--- src/rtl/seg7_pkg.sv ---
// Shared constants for the 7-segment capture block: segment bit positions,
// the sixteen hex glyphs (active-high a..g), special codes and FSM states.
package seg7_pkg;

  localparam int SEG_A  = 7;
  localparam int SEG_B  = 6;
  localparam int SEG_C  = 5;
  localparam int SEG_D  = 4;
  localparam int SEG_E  = 3;
  localparam int SEG_F  = 2;
  localparam int SEG_G  = 1;
  localparam int SEG_DP = 0;

  localparam logic [4:0] CODE_BLANK = 5'd16;
  localparam logic [4:0] CODE_ERR   = 5'd31;

  // Lit segments {a,b,c,d,e,f,g}, active-high.
  localparam logic [6:0] PAT_0 = 7'h7E;
  localparam logic [6:0] PAT_1 = 7'h30;
  localparam logic [6:0] PAT_2 = 7'h6D;
  localparam logic [6:0] PAT_3 = 7'h79;
  localparam logic [6:0] PAT_4 = 7'h33;
  localparam logic [6:0] PAT_5 = 7'h5B;
  localparam logic [6:0] PAT_6 = 7'h5F;
  localparam logic [6:0] PAT_7 = 7'h70;
  localparam logic [6:0] PAT_8 = 7'h7F;
  localparam logic [6:0] PAT_9 = 7'h7B;
  localparam logic [6:0] PAT_A = 7'h77;
  localparam logic [6:0] PAT_B = 7'h1F;
  localparam logic [6:0] PAT_C = 7'h4E;
  localparam logic [6:0] PAT_D = 7'h3D;
  localparam logic [6:0] PAT_E = 7'h4F;
  localparam logic [6:0] PAT_F = 7'h47;

  typedef enum logic {
    S_IDLE  = 1'b0,
    S_VALID = 1'b1
  } rpt_state_t;

endpackage

--- src/rtl/seg7_pattern_decode.sv ---
// Combinational decode of one active-low segment byte into a hex code,
// blank/invalid marker and decimal-point flag.
module seg7_pattern_decode
  import seg7_pkg::*;
(
  input  logic [7:0] pat,
  output logic [4:0] code,
  output logic       dp,
  output logic       err
);

  logic [6:0] lit;

  assign lit = {~pat[SEG_A], ~pat[SEG_B], ~pat[SEG_C], ~pat[SEG_D],
                ~pat[SEG_E], ~pat[SEG_F], ~pat[SEG_G]};
  assign dp  = ~pat[SEG_DP];

  // Match the lit a..g segments against the glyph table.
  always_comb begin
    code = CODE_ERR;
    err  = 1'b0;
    case (lit)
      PAT_0:   code = 5'd0;
      PAT_1:   code = 5'd1;
      PAT_2:   code = 5'd2;
      PAT_3:   code = 5'd3;
      PAT_4:   code = 5'd4;
      PAT_5:   code = 5'd5;
      PAT_6:   code = 5'd6;
      PAT_7:   code = 5'd7;
      PAT_8:   code = 5'd8;
      PAT_9:   code = 5'd9;
      PAT_A:   code = 5'd10;
      PAT_B:   code = 5'd11;
      PAT_C:   code = 5'd12;
      PAT_D:   code = 5'd13;
      PAT_E:   code = 5'd14;
      PAT_F:   code = 5'd15;
      7'h00:   code = CODE_BLANK;
      default: begin
        code = CODE_ERR;
        err  = 1'b1;
      end
    endcase
  end

endmodule

--- src/rtl/seg7_capture.sv ---
// Display monitor: per-digit stability filter, pattern decode and change
// detection, with changes reported one at a time on a valid/ready stream.
//
// state   | meaning
// S_IDLE  | no report outstanding; picks next pending digit round-robin
// S_VALID | report held on out_*, waiting for out_ready
module seg7_capture
  import seg7_pkg::*;
#(
  parameter int NDIG          = 2,
  parameter int STABLE_CYCLES = 4,
  parameter int IDX_W         = (NDIG > 1) ? $clog2(NDIG) : 1
) (
  input  logic              clk,
  input  logic              rst_n,
  input  logic [8*NDIG-1:0] seg_i,
  output logic [5*NDIG-1:0] code_o,
  output logic              out_valid,
  input  logic              out_ready,
  output logic [IDX_W-1:0]  out_idx,
  output logic [4:0]        out_code,
  output logic              out_dp,
  output logic              out_err
);

  localparam int              CNT_W   = $clog2(STABLE_CYCLES + 1);
  localparam logic [CNT_W-1:0] CNT_MAX = CNT_W'(STABLE_CYCLES);

  logic [NDIG-1:0]      commit, pending, pend_nxt, clr;
  logic [NDIG-1:0][4:0] dcode;
  logic [NDIG-1:0]      ddp, derr;

  rpt_state_t       state, state_nxt;
  logic             load, hs, found;
  logic [IDX_W-1:0] pick, rr, cand;

  for (genvar j = 0; j < NDIG; j++) begin : g_dig
    logic [7:0]       cur, samp, comm;
    logic [CNT_W-1:0] cnt, cnt_nxt;

    assign cur = seg_i[8*j +: 8];

    // Run length of the current sample, saturating once it is accepted.
    always_comb begin
      if (cur != samp)         cnt_nxt = CNT_W'(1);
      else if (cnt == CNT_MAX) cnt_nxt = cnt;
      else                     cnt_nxt = cnt + CNT_W'(1);
    end

    // Saturation and a changed pattern only coincide on the reaching edge.
    assign commit[j] = (cnt_nxt == CNT_MAX) && (cur != comm);

    // Sample, run-length and committed-pattern registers.
    always_ff @(posedge clk or negedge rst_n) begin
      if (!rst_n) begin
        samp <= 8'hFF;
        cnt  <= '0;
        comm <= 8'hFF;
      end else begin
        samp <= cur;
        cnt  <= cnt_nxt;
        if (commit[j]) comm <= cur;
      end
    end

    seg7_pattern_decode u_dec (
      .pat  (comm),
      .code (dcode[j]),
      .dp   (ddp[j]),
      .err  (derr[j])
    );

    assign code_o[5*j +: 5] = dcode[j];
  end

  // First pending digit at or after the round-robin pointer, wrapping.
  always_comb begin
    pick  = '0;
    found = 1'b0;
    cand  = '0;
    for (int k = 0; k < NDIG; k++) begin
      cand = IDX_W'((int'(rr) + k) % NDIG);
      if (!found && pending[cand]) begin
        found = 1'b1;
        pick  = cand;
      end
    end
  end

  // Report FSM state register.
  always_ff @(posedge clk or negedge rst_n) begin
    if (!rst_n) state <= S_IDLE;
    else        state <= state_nxt;
  end

  // Report FSM next state and strobes.
  always_comb begin
    state_nxt = state;
    load      = 1'b0;
    hs        = 1'b0;
    case (state)
      S_IDLE: begin
        if (found) begin
          load      = 1'b1;
          state_nxt = S_VALID;
        end
      end
      S_VALID: begin
        if (out_ready) begin
          hs        = 1'b1;
          state_nxt = S_IDLE;
        end
      end
      default: state_nxt = S_IDLE;
    endcase
  end

  assign out_valid = (state == S_VALID);

  // Pending is released when its report is latched, so any commit arriving
  // while that report waits for the consumer produces a later report.
  always_comb begin
    clr = '0;
    if (load) clr[pick] = 1'b1;
    pend_nxt = commit | (pending & ~clr);
  end

  // Pending flags.
  always_ff @(posedge clk or negedge rst_n) begin
    if (!rst_n) pending <= '0;
    else        pending <= pend_nxt;
  end

  // Report payload and round-robin pointer.
  always_ff @(posedge clk or negedge rst_n) begin
    if (!rst_n) begin
      out_idx  <= '0;
      out_code <= '0;
      out_dp   <= 1'b0;
      out_err  <= 1'b0;
      rr       <= '0;
    end else begin
      if (load) begin
        out_idx  <= pick;
        out_code <= dcode[pick];
        out_dp   <= ddp[pick];
        out_err  <= derr[pick];
      end
      if (hs) rr <= (out_idx == IDX_W'(NDIG - 1)) ? '0 : out_idx + IDX_W'(1);
    end
  end

endmodule

--- config.mk ---
export PLATFORM = sky130hd
export DESIGN_NAME = seg7_capture
export DESIGN_NICKNAME = d
export VERILOG_FILES = /design/src/rtl/seg7_pkg.sv /design/src/rtl/seg7_pattern_decode.sv /design/src/rtl/seg7_capture.sv
export SDC_FILE = /design/constraint.sdc
export NUM_CORES = 1
export LEC_CHECK = 0
export CORE_ASPECT_RATIO = 0.5
export CORE_MARGIN = 5
export CORE_UTILIZATION = 51
export CTS_CLUSTER_SIZE = 14
export DETAILED_ROUTE_END_ITERATION = 12
export GPL_TIMING_DRIVEN = 0
export PLACE_DENSITY = 0.84
export SLEW_MARGIN = 10
export SYNTH_ARGS = -nofsm -noshare
export SYNTH_HDL_FRONTEND = slang
export SYNTH_SLANG_ARGS = --single-unit
--- constraint.sdc ---
create_clock -name clk -period 2.15 [get_ports clk]
set_input_delay 0.3225 -clock clk [delete_from_list [all_inputs] [get_ports clk]]
set_output_delay 0.3225 -clock clk [all_outputs]
set_load 0.02 [all_outputs]
==> impl_metrics.env <==
export IMPL_wirelength_um=9390
export IMPL_critPathMaxFanout=6
export IMPL_root_buffer="clkbuf_16"
export IMPL_ir_drop_v=0.000292
export IMPL_worst_clock_skew_ps=5.39
export IMPL_critPathMaxStageDelay_ps=640
export IMPL_synth_seq_area_share=0.398
export IMPL_vias=3098
export IMPL_syn_to_final_growth_pct=41.8
export IMPL_slew_viol_final=0
export IMPL_syn_cell_area_mm2=0.00324
export IMPL_crit_reg2reg_capture="out_code[3]"
export IMPL_power_leakage_uw=0.00196
export IMPL_postSynthRegisterBits=50
export IMPL_worst_pin_slew_ps=699
export IMPL_clock_sinks=50
export IMPL_critPathLaunchType="flop"
export IMPL_io_buffers=37
export IMPL_rrSetupSlack_ps=-90
export IMPL_cp_num_buf_inv=4
export IMPL_die_h_um=66.4
export IMPL_cp_end_kind="output port"
export IMPL_grt_pass1_wl_um=15300
export IMPL_final_antenna_net_count=0
export IMPL_yosys_top_cells_count="dfstp_2 (32), nand2_1 (30), xnor2_1 (27)"
export IMPL_path_cells="buf_6 > nor4b_4 > buf_4 > a22oi_2 > o31ai_4 > nor4b_4 > buf_4 > a2111o_1 > buf_6"
export IMPL_insertion_delay_ps=290
export IMPL_htree_levels=2
export IMPL_grt_pass1_vias=3180
export IMPL_grt_overflow_total=0
export IMPL_avgSynthCellArea_um2=9.48
export IMPL_num_nets_final=451
export IMPL_fin_ws_ps=-513
export IMPL_holdPathStages=1
export IMPL_hold_end="g_dig[1].samp[0]"
export IMPL_maxCapViolations=0
export IMPL_clkTransAtPathRegs_ps=60
export IMPL_globalplace_congestion=0.920
export IMPL_tritoncts="done"
export IMPL_final_area_mm2=0.00460
export IMPL_dpl_hpwl_um=6080
export IMPL_fp_row_count=20
export IMPL_violations="negative setup slack"
export IMPL_holdWs_ps=219
export IMPL_ys_top_cells_by_area="dfstp_2 (26%), dfrtp_1 (14%), xnor2_1 (7.3%)"
export IMPL_cts_made_buffers=5
export IMPL_ios=38
export IMPL_synthMostInstantiatedCell="dfstp_2"
export IMPL_gr_usage_all_layers=0.238
export IMPL_setup_viol=14
export IMPL_slowest_stage="dfstp_2"
export IMPL_syn_inst=342
export IMPL_maxSlewHeadroom=0.532
export IMPL_fin_crit_sh=1.24
export IMPL_firstDrtPassIters=5
export IMPL_die_w_um=123
export IMPL_vias_per_cell=5.99
export IMPL_hold_path_class="input port to flop"
export IMPL_min_from="seg_i[8]"
export IMPL_wire_per_inst_um=18.2
export IMPL_antenna_found_initial=0
export IMPL_rsz0062_at_grt="true"
export IMPL_crit_family="flip-flops"
export IMPL_critPathArrivalTime_ps=2340
export IMPL_grt_max_degree=35
export IMPL_synth_top_area_share=0.259
export IMPL_yosysWarningCount=0
export IMPL_placed_cell_area_mm2=0.00376
export IMPL_core_region_area_mm2=0.00611
export IMPL_ys_async_sr_fraction=1.00
export IMPL_synth_edff_count=0
export IMPL_ys_flop_type="dfstp_2"
export IMPL_p_per_area_mw_per_mm2=455
export IMPL_period_needed_ps=2660
export IMPL_drt_initial_drc_count=311
export IMPL_drive_gt1_frac=0.415
export IMPL_diodes=0
export IMPL_status="finished with violations"
export IMPL_initial_core_util=0.531
export IMPL_critPathKind="flop to output port"
export IMPL_finalHoldViolCount=0
export IMPL_clock_fmax_mhz=376
export IMPL_yosys_area_top_type="dfstp_2"
export IMPL_drcViolationCount=0
export IMPL_synth_cell_types=62
export IMPL_reg2reg_from="g_dig[0].comm[4]"
export IMPL_cts_buffer_depth=2
export IMPL_cp_required_ps=1830
export IMPL_die_area_mm2=0.00815
export IMPL_rr_worst_depth=7
export IMPL_syn_num_nets=365
[area by class of cell]
class	count	area, um2
inverters	14	52.6
repair buffers	87	808
plain buffers	15	153
clock inverters	1	7.51
fillers	409	1510
clock buffers	7	133
flip-flops and latches	50	1290
well taps	88	110
multi-input cells	255	2040
[layout by cell type (no fill, tap or decap), types with 4 or more instances in the layout]
master / instances
mux2_2: 17
o21ai_0: 11
clkdlybuf4s50_1: 18
nor2_1: 15
nor4_1: 5
buf_4: 43
nand4_1: 12
dfrtp_1: 18
xnor2_1: 27
nand3_1: 10
nor3_1: 8
clkbuf_16: 5
nand2_2: 4
xor2_1: 11
a21oi_1: 10
inv_1: 14
nand2_1: 26
dfstp_2: 32
ha_1: 4
dlymetal6s2s_1: 5
buf_6: 19
[flip-flops by register name, summed over array words and instances, names as in the netlist, 2 cells and up]
| signal | cells |
|---|---|
| g_dig.comm | 16 |
| out_code | 5 |
| g_dig.cnt | 6 |
| pending | 2 |
| g_dig.samp | 16 |
[per-stage QoR]
step	setup slack (ps)	setup TNS, ps	power (uW)	std cells	utilization
global placement	-833	-26770	1330	467	0.614
CTS	-443	-3240	2110	508	0.722
detailed placement	-886	-14760	1340	468	0.616
floorplan	-19.3	-27.3	1180	342	-
finish	-513	-3770	2090	517	0.753
global route	-590	-5090	2190	517	0.753
[worst max path at each step]
stage	startpoint	depth (start not counted)	endpoint	slack, ps
3_3_place_gp	g_dig[1].comm[2]	7	code_o[9]	-830
4_1_cts	g_dig[1].comm[6]	7	code_o[7]	-440
2_1_floorplan	g_dig[1].comm[3]	6	code_o[7]	-20
3_5_place_dp	g_dig[1].comm[2]	7	code_o[7]	-890
6_report	g_dig[1].comm[3]	9	code_o[7]	-510
5_1_grt	g_dig[1].comm[3]	9	code_o[7]	-590
[logic make-up (layout without fill, tap and decap cells)]
group / Yosys count / count (layout) / share of synthesized area
flip-flops: 50 / 50 / 0.398
AND/OR/NAND/NOR: 129 / 129 / 0.217
AO/OA/AOI/OAI: 65 / 65 / 0.154
buffers and inverters: 37 / 124 / 0.0475
XOR/XNOR: 38 / 38 / 0.103
multiplexers: 19 / 19 / 0.0652
adder cells (fa/ha/maj): 4 / 4 / 0.0154
[power breakdown]
part | total [uW] | internal (uW) | switching, uW
combinational | 293 | 138 | 156
sequential | 1040 | 1000 | 35.6
clock | 761 | 432 | 329
[metal layers]
metal	track usage	wire length, um	vias to the layer above	share of wire
met5	0	0	-	0
met4	0.0516	117	0	0.012
met3	0.0470	531	19	0.057
met2	0.438	4880	126	0.52
met1	0.290	3870	1538	0.41
li1	-	-	1415	-
[what timing repair did]
action / CTS / global route
pin swaps: 15 / 20
resized for setup: 125 / 31
setup endpoints to repair: 33 / 31
buffers inserted: 40 / 10
endpoints found under the hold margin: 3 / 0
hold buffers: 1 / 0
Power figures use the tool's default switching activity.
